File: src/rtl/cisc_bus_pkg.sv
// Shared types and constants for the CPU external-bus arbiter.
package cisc_bus_pkg;

  localparam int unsigned NREQ = 3;
  localparam int unsigned AW   = 8;
  localparam int unsigned DW   = 8;
  localparam int unsigned CW   = 8;
  localparam int unsigned PW   = 2;

  typedef enum logic [1:0] {
    ST_IDLE = 2'd0,
    ST_ADDR = 2'd1,
    ST_WAIT = 2'd2,
    ST_DONE = 2'd3
  } state_t;

  localparam int unsigned RQ_FETCH = 0;
  localparam int unsigned RQ_OPND  = 1;
  localparam int unsigned RQ_DMA   = 2;

  localparam logic [DW-1:0] TIMEOUT_RDATA = 8'hFF;

  // Payload captured from the winning requester at arbitration time
  typedef struct packed {
    logic          we;
    logic [AW-1:0] addr;
    logic [DW-1:0] wdata;
  } xfer_t;

  function automatic logic [PW-1:0] oh2idx(input logic [NREQ-1:0] oh);
    logic [PW-1:0] idx;
    idx = PW'(RQ_FETCH);
    if (oh[RQ_OPND]) idx = PW'(RQ_OPND);
    if (oh[RQ_DMA])  idx = PW'(RQ_DMA);
    return idx;
  endfunction

  function automatic logic [PW-1:0] next_ptr(input logic [PW-1:0] idx);
    return (idx >= PW'(RQ_DMA)) ? PW'(RQ_FETCH) : PW'(idx + PW'(1));
  endfunction

endpackage

File: src/rtl/cisc_bus_arbiter_rr_pick3.sv
// Combinational rotating-priority picker for three requesters.
module rr_pick3
  import cisc_bus_pkg::*;
(
  input  logic [NREQ-1:0] req,
  input  logic [PW-1:0]   ptr,
  output logic [NREQ-1:0] win_c
);

  logic f, o, d;

  assign f = req[RQ_FETCH];
  assign o = req[RQ_OPND];
  assign d = req[RQ_DMA];

  // An out-of-range pointer falls back to fetch-first order
  always_comb begin
    win_c = '0;
    unique case (ptr)
      PW'(RQ_OPND): begin
        if (o)      win_c[RQ_OPND]  = 1'b1;
        else if (d) win_c[RQ_DMA]   = 1'b1;
        else if (f) win_c[RQ_FETCH] = 1'b1;
      end
      PW'(RQ_DMA): begin
        if (d)      win_c[RQ_DMA]   = 1'b1;
        else if (f) win_c[RQ_FETCH] = 1'b1;
        else if (o) win_c[RQ_OPND]  = 1'b1;
      end
      default: begin
        if (f)      win_c[RQ_FETCH] = 1'b1;
        else if (o) win_c[RQ_OPND]  = 1'b1;
        else if (d) win_c[RQ_DMA]   = 1'b1;
      end
    endcase
  end

endmodule

File: src/rtl/cisc_bus_arbiter.sv
// Three-way bus arbiter and address/data/strobe sequencer for the external 8-bit bus.
module cisc_bus_arbiter
  import cisc_bus_pkg::*;
#(
  parameter int unsigned TIMEOUT = 15
) (
  input  logic            clk,
  input  logic            reset,
  input  logic [NREQ-1:0] req,
  input  logic [NREQ-1:0] we,
  input  logic [AW-1:0]   addr0,
  input  logic [AW-1:0]   addr1,
  input  logic [AW-1:0]   addr2,
  input  logic [DW-1:0]   wdata0,
  input  logic [DW-1:0]   wdata1,
  input  logic [DW-1:0]   wdata2,
  output logic [NREQ-1:0] gnt,
  output logic [NREQ-1:0] done,
  output logic            err,
  output logic [DW-1:0]   rdata,
  output logic [AW-1:0]   eab,
  output logic [DW-1:0]   edb_out,
  output logic            edb_oe,
  input  logic [DW-1:0]   edb_in,
  output logic            mem_rd,
  output logic            mem_wr,
  input  logic            mem_rdy
);

  state_t          state, state_nxt;
  logic [NREQ-1:0] win, win_nxt;
  logic [PW-1:0]   ptr, ptr_nxt;
  logic [CW-1:0]   cnt, cnt_nxt;
  logic            abort, abort_nxt;
  logic [DW-1:0]   rbuf, rbuf_nxt;
  xfer_t           cur, cur_nxt;
  xfer_t           pick_xfer;
  logic [NREQ-1:0] pick_c;

  logic [NREQ-1:0] gnt_nxt, done_nxt;
  logic            err_nxt, edb_oe_nxt, mem_rd_nxt, mem_wr_nxt;
  logic [DW-1:0]   rdata_nxt, edb_out_nxt;
  logic [AW-1:0]   eab_nxt;

  rr_pick3 u_pick (
    .req   (req),
    .ptr   (ptr),
    .win_c (pick_c)
  );

  // Payload of whichever requester the picker selects this cycle
  always_comb begin
    pick_xfer = '0;
    if (pick_c[RQ_FETCH])
      pick_xfer = '{we: we[RQ_FETCH], addr: addr0, wdata: wdata0};
    else if (pick_c[RQ_OPND])
      pick_xfer = '{we: we[RQ_OPND], addr: addr1, wdata: wdata1};
    else if (pick_c[RQ_DMA])
      pick_xfer = '{we: we[RQ_DMA], addr: addr2, wdata: wdata2};
  end

  // Next-state and next-output logic; output registers follow the current state by one cycle
  always_comb begin
    state_nxt   = state;
    win_nxt     = win;
    ptr_nxt     = ptr;
    cnt_nxt     = cnt;
    abort_nxt   = abort;
    rbuf_nxt    = rbuf;
    cur_nxt     = cur;
    gnt_nxt     = gnt;
    done_nxt    = '0;
    err_nxt     = 1'b0;
    rdata_nxt   = rdata;
    eab_nxt     = eab;
    edb_out_nxt = edb_out;
    edb_oe_nxt  = 1'b0;
    mem_rd_nxt  = 1'b0;
    mem_wr_nxt  = 1'b0;

    unique case (state)
      ST_IDLE: begin
        gnt_nxt = '0;
        if (|req) begin
          win_nxt   = pick_c;
          cur_nxt   = pick_xfer;
          state_nxt = ST_ADDR;
        end
      end

      ST_ADDR: begin
        gnt_nxt = win;
        eab_nxt = cur.addr;
        if (cur.we) begin
          edb_out_nxt = cur.wdata;
          edb_oe_nxt  = 1'b1;
        end
        state_nxt = ST_WAIT;
      end

      ST_WAIT: begin
        gnt_nxt    = win;
        edb_oe_nxt = cur.we;
        mem_rd_nxt = ~cur.we;
        mem_wr_nxt = cur.we;
        if (mem_rdy) begin
          if (!cur.we) rbuf_nxt = edb_in;
          state_nxt = ST_DONE;
        end else if (cnt == CW'(TIMEOUT - 1)) begin
          abort_nxt = 1'b1;
          rbuf_nxt  = TIMEOUT_RDATA;
          state_nxt = ST_DONE;
        end else begin
          cnt_nxt = CW'(cnt + CW'(1));
        end
      end

      ST_DONE: begin
        gnt_nxt   = win;
        done_nxt  = win;
        err_nxt   = abort;
        rdata_nxt = rbuf;
        ptr_nxt   = next_ptr(oh2idx(win));
        cnt_nxt   = '0;
        abort_nxt = 1'b0;
        state_nxt = ST_IDLE;
      end

      default: state_nxt = ST_IDLE;
    endcase
  end

  // State, control and output registers
  always_ff @(posedge clk or posedge reset) begin
    if (reset) begin
      state   <= ST_IDLE;
      win     <= '0;
      ptr     <= '0;
      cnt     <= '0;
      abort   <= 1'b0;
      rbuf    <= '0;
      cur     <= '0;
      gnt     <= '0;
      done    <= '0;
      err     <= 1'b0;
      rdata   <= '0;
      eab     <= '0;
      edb_out <= '0;
      edb_oe  <= 1'b0;
      mem_rd  <= 1'b0;
      mem_wr  <= 1'b0;
    end else begin
      state   <= state_nxt;
      win     <= win_nxt;
      ptr     <= ptr_nxt;
      cnt     <= cnt_nxt;
      abort   <= abort_nxt;
      rbuf    <= rbuf_nxt;
      cur     <= cur_nxt;
      gnt     <= gnt_nxt;
      done    <= done_nxt;
      err     <= err_nxt;
      rdata   <= rdata_nxt;
      eab     <= eab_nxt;
      edb_out <= edb_out_nxt;
      edb_oe  <= edb_oe_nxt;
      mem_rd  <= mem_rd_nxt;
      mem_wr  <= mem_wr_nxt;
    end
  end

endmodule

File: config.mk
export PLATFORM = sky130hd
export DESIGN_NAME = cisc_bus_arbiter
export DESIGN_NICKNAME = d
export VERILOG_FILES = /design/src/rtl/cisc_bus_pkg.sv /design/src/rtl/cisc_bus_arbiter_rr_pick3.sv /design/src/rtl/cisc_bus_arbiter.sv
export SDC_FILE = /design/constraint.sdc
export NUM_CORES = 1
export LEC_CHECK = 0
export ABC_AREA = 1
export BUFFER_PORTS_ARGS = -buffer_cell sky130_fd_sc_hd__buf_2
export CAP_MARGIN = 0
export CORE_MARGIN = 1.5
export CORE_UTILIZATION = 50
export DETAILED_ROUTE_END_ITERATION = 10
export GPL_TIMING_DRIVEN = 1
export PLACE_DENSITY_LB_ADDON = 0.12
export SYNTH_ARGS = -nofsm -noshare
export SYNTH_HDL_FRONTEND = slang
export SYNTH_SLANG_ARGS = --single-unit
File: constraint.sdc
create_clock -name clk -period 6.7 [get_ports clk]
set_input_delay 0.67 -clock clk [delete_from_list [all_inputs] [get_ports clk]]
set_output_delay 0.67 -clock clk [all_outputs]
set_load 0.1 [all_outputs]
==> results.tsv <==
stage	metric	value	unit
global_routing	grt_pass1_vias	3215	
yosys	yosysWarnings	0	
cells_and_area	drive_gt1_frac	0.279	
yosys	yosys-top-cells-count	nand2_1, nor2_1, dfrtp_1	
worst_setup_path	startpoint_type	input pin	
die	row_count	31	
die	initial_core_util	0.523	
placement	dp_slack	4300	ps
die	die_h	90.8	um
sta	worst_slew_pin_slew	923	ps
global_routing	overflow	0	
worst_setup_path	crit_arrival	2330	ps
routing	drc	0	
routing	vias	3367	
placement	placed_cells	643	
die	ios	99	
clock_network	path_clk_slew	70	ps
routing	drt_iter0_markers	161	
clock_network	cts_max_level	3	
yosys	synthesis.area	0.00385	sq mm
worst_setup_path	critical_path.max_fanout	21	
clock_network	cts.sinks	75	
global_routing	grt_usage	0.230	
cells_and_area	diodes	0	
sta	rsz0062_at_grt	no	
routing	dr.pass1.iters	5	
sta	whs	470	ps
cells_and_area	syn2layout_area_growth	19.5	%
clock_network	post_cts_buffers	0	
run_status	status	complete, no violations	
routing	vias_per_cell	5.11	
job	cap_violations	0	
cells_and_area	fillCellCount	684	
routing	antenna_left	0	
sta	skew	7.21	ps
worst_setup_path	worstSetupPathType	input pin to register	
die	design.core.area	0.00737	sq mm
clock_network	cts_resized	0	
yosys	synth_ff_type	dfrtp_1	
yosys	synth_seq_area_share	0.487	
sta	finalCritPeriodShare	0.307	
yosys	synth-async-reset-ratio	1.00	
sta	setup_ws	4640	ps
yosys	synth_edf_count	0	
placement	gp_congestion	0.802	
clock_network	cts_root_buf	clkbuf_8	
global_routing	antenna_found_initial	0	
sta	fin_setup_tns	0	ps
yosys	ys_seq_elements	75	
placement	numPortBuffers	98	
global_routing	grt_start_max_net_pins	76	
yosys	syn_inst	465	
sta	period_needed	2060	ps
yosys	synth_top_area_cell	dfrtp_1	
cells_and_area	nNetsFinal	630	
routing	wirelength	8.99	mm
worst_setup_path	critPathRequiredTime	6970	ps
clock_network	numCtsBuffers	9	
worst_setup_path	worstSetupEndpointType	register	
sta	slew_violations	0	
cells_and_area	fin_cells	659	
placement	dp_hpwl	6.25	mm
yosys	ys_types	30	
clock_network	cts_tree	yes	
sta	fmax	0.486	GHz
yosys	synth.top_cells.by_area	dfrtp_1, nand2_1, nor2_1	
die	die-area	0.00824	sq mm
sta	finalSetupViolations	0	
clock_network	cts_buffer_depth	2	
sta	hold_viol	0	
clock_network	hold_buffers	0	
yosys	yosysMostFrequentCell	nand2_1	
yosys	synth_nets	540	
clock_network	clk_latency	340	ps
die	die_w	90.8	um
hold_path	hold_path.class	register to register	
routing	wire_per_inst	13.6	um
sta	timing.slew.headroom	0.385	
yosys	synth_top_cell_area_share	0.487	
global_routing	grt_pass1_wl	15.0	mm
yosys	syn_area_per_cell	8.28	sq um
==> layout make-up <==
| cell class | instances | area (sq um) | area share |
|---|---|---|---|
| clock inverters | 6 | 113 | 0.0245 |
| flip-flops and latches | 75 | 1880 | 0.408 |
| clock buffers | 10 | 138 | 0.0299 |
| repair buffers | 99 | 498 | 0.108 |
| well taps | 99 | 124 | 0.0269 |
| multi-input cells | 337 | 1730 | 0.375 |
| inverters | 33 | 129 | 0.0280 |
==> sequential cells by signal (all words and copies together), names as in the netlist, 8 cells and up <==
signal / count
cur: 17
cnt: 8
eab: 8
edb_out: 8
rbuf: 8
rdata: 8
==> cells by family after synthesis <==
kind of cell / synth area share
multiplexers: 0.0468
AO/OA/AOI/OAI: 0.0721
AND/OR/NAND/NOR: 0.288
XOR/XNOR: 0.00910
buffers and inverters: 0.0647
adder cells (fa/ha/maj): 0.0325
flip-flops: 0.487
==> per-layer routing <==
metal	share of wire	vias up	global-route usage
met3	0.061	13	0.0379
met2	0.49	130	0.377
met1	0.43	1557	0.297
li1	-	1667	-
met4	0.016	0	0.104
met5	0	-	0
==> placed cells by master (no fill, tap or decap), types with 2 or more instances in the layout <==
| master | synthesis | routed |
|---|---|---|
| inv_1 | 28 | 27 |
| inv_4 | 2 | 2 |
| buf_2 | 3 | 98 |
| nand3_1 | 22 | 22 |
| o21ai_2 | 9 | 9 |
| ha_1 | 10 | 10 |
| o21ai_0 | 21 | 21 |
| nand4_1 | 23 | 23 |
| inv_2 | 2 | 3 |
| nand2_2 | 2 | 2 |
| nand3_2 | 2 | 2 |
| clkbuf_8 | 0 | 10 |
| a21oi_1 | 2 | 2 |
| bufinv_16 | 0 | 3 |
| nor2_1 | 93 | 93 |
| a21oi_4 | 2 | 2 |
| mux2_2 | 16 | 16 |
| a21oi_2 | 2 | 2 |
| nand2_1 | 124 | 124 |
| clkinv_4 | 0 | 2 |
| xor2_1 | 3 | 3 |
| dfrtp_1 | 75 | 75 |
==> critical path, cell delays in order <==
cell,delay (ps)
buf_2,350
inv_4,100
nand3_2,100
nand2_2,250
inv_1,550
o21ai_0,170
nor2_1,130
==> worst paths after layout <==
check,from,endpoint,slack (ps),cells after the start
setup / recovery,req[1],cur[14],4640,7
hold / removal,rdata[1],rdata[1],470,2
setup reg to reg,state[0],cur[8],4730,6
hold reg to reg,rdata[1],rdata[1],470,2
max in group asynchronous,reset,cur[9],5500,3
min in group asynchronous,reset,rdata[4],590,3
==> per-stage QoR <==
step,util,area [sq um]
floorplan,-,3850
global placement,0.591,4350
detailed placement,0.591,4350
CTS,0.625,4600
global route,0.625,4600
finish,0.625,4600
Power is left out: the tool's default activity adds up to more than one toggle a clock period on the data nets, which glitch-free logic cannot reach.
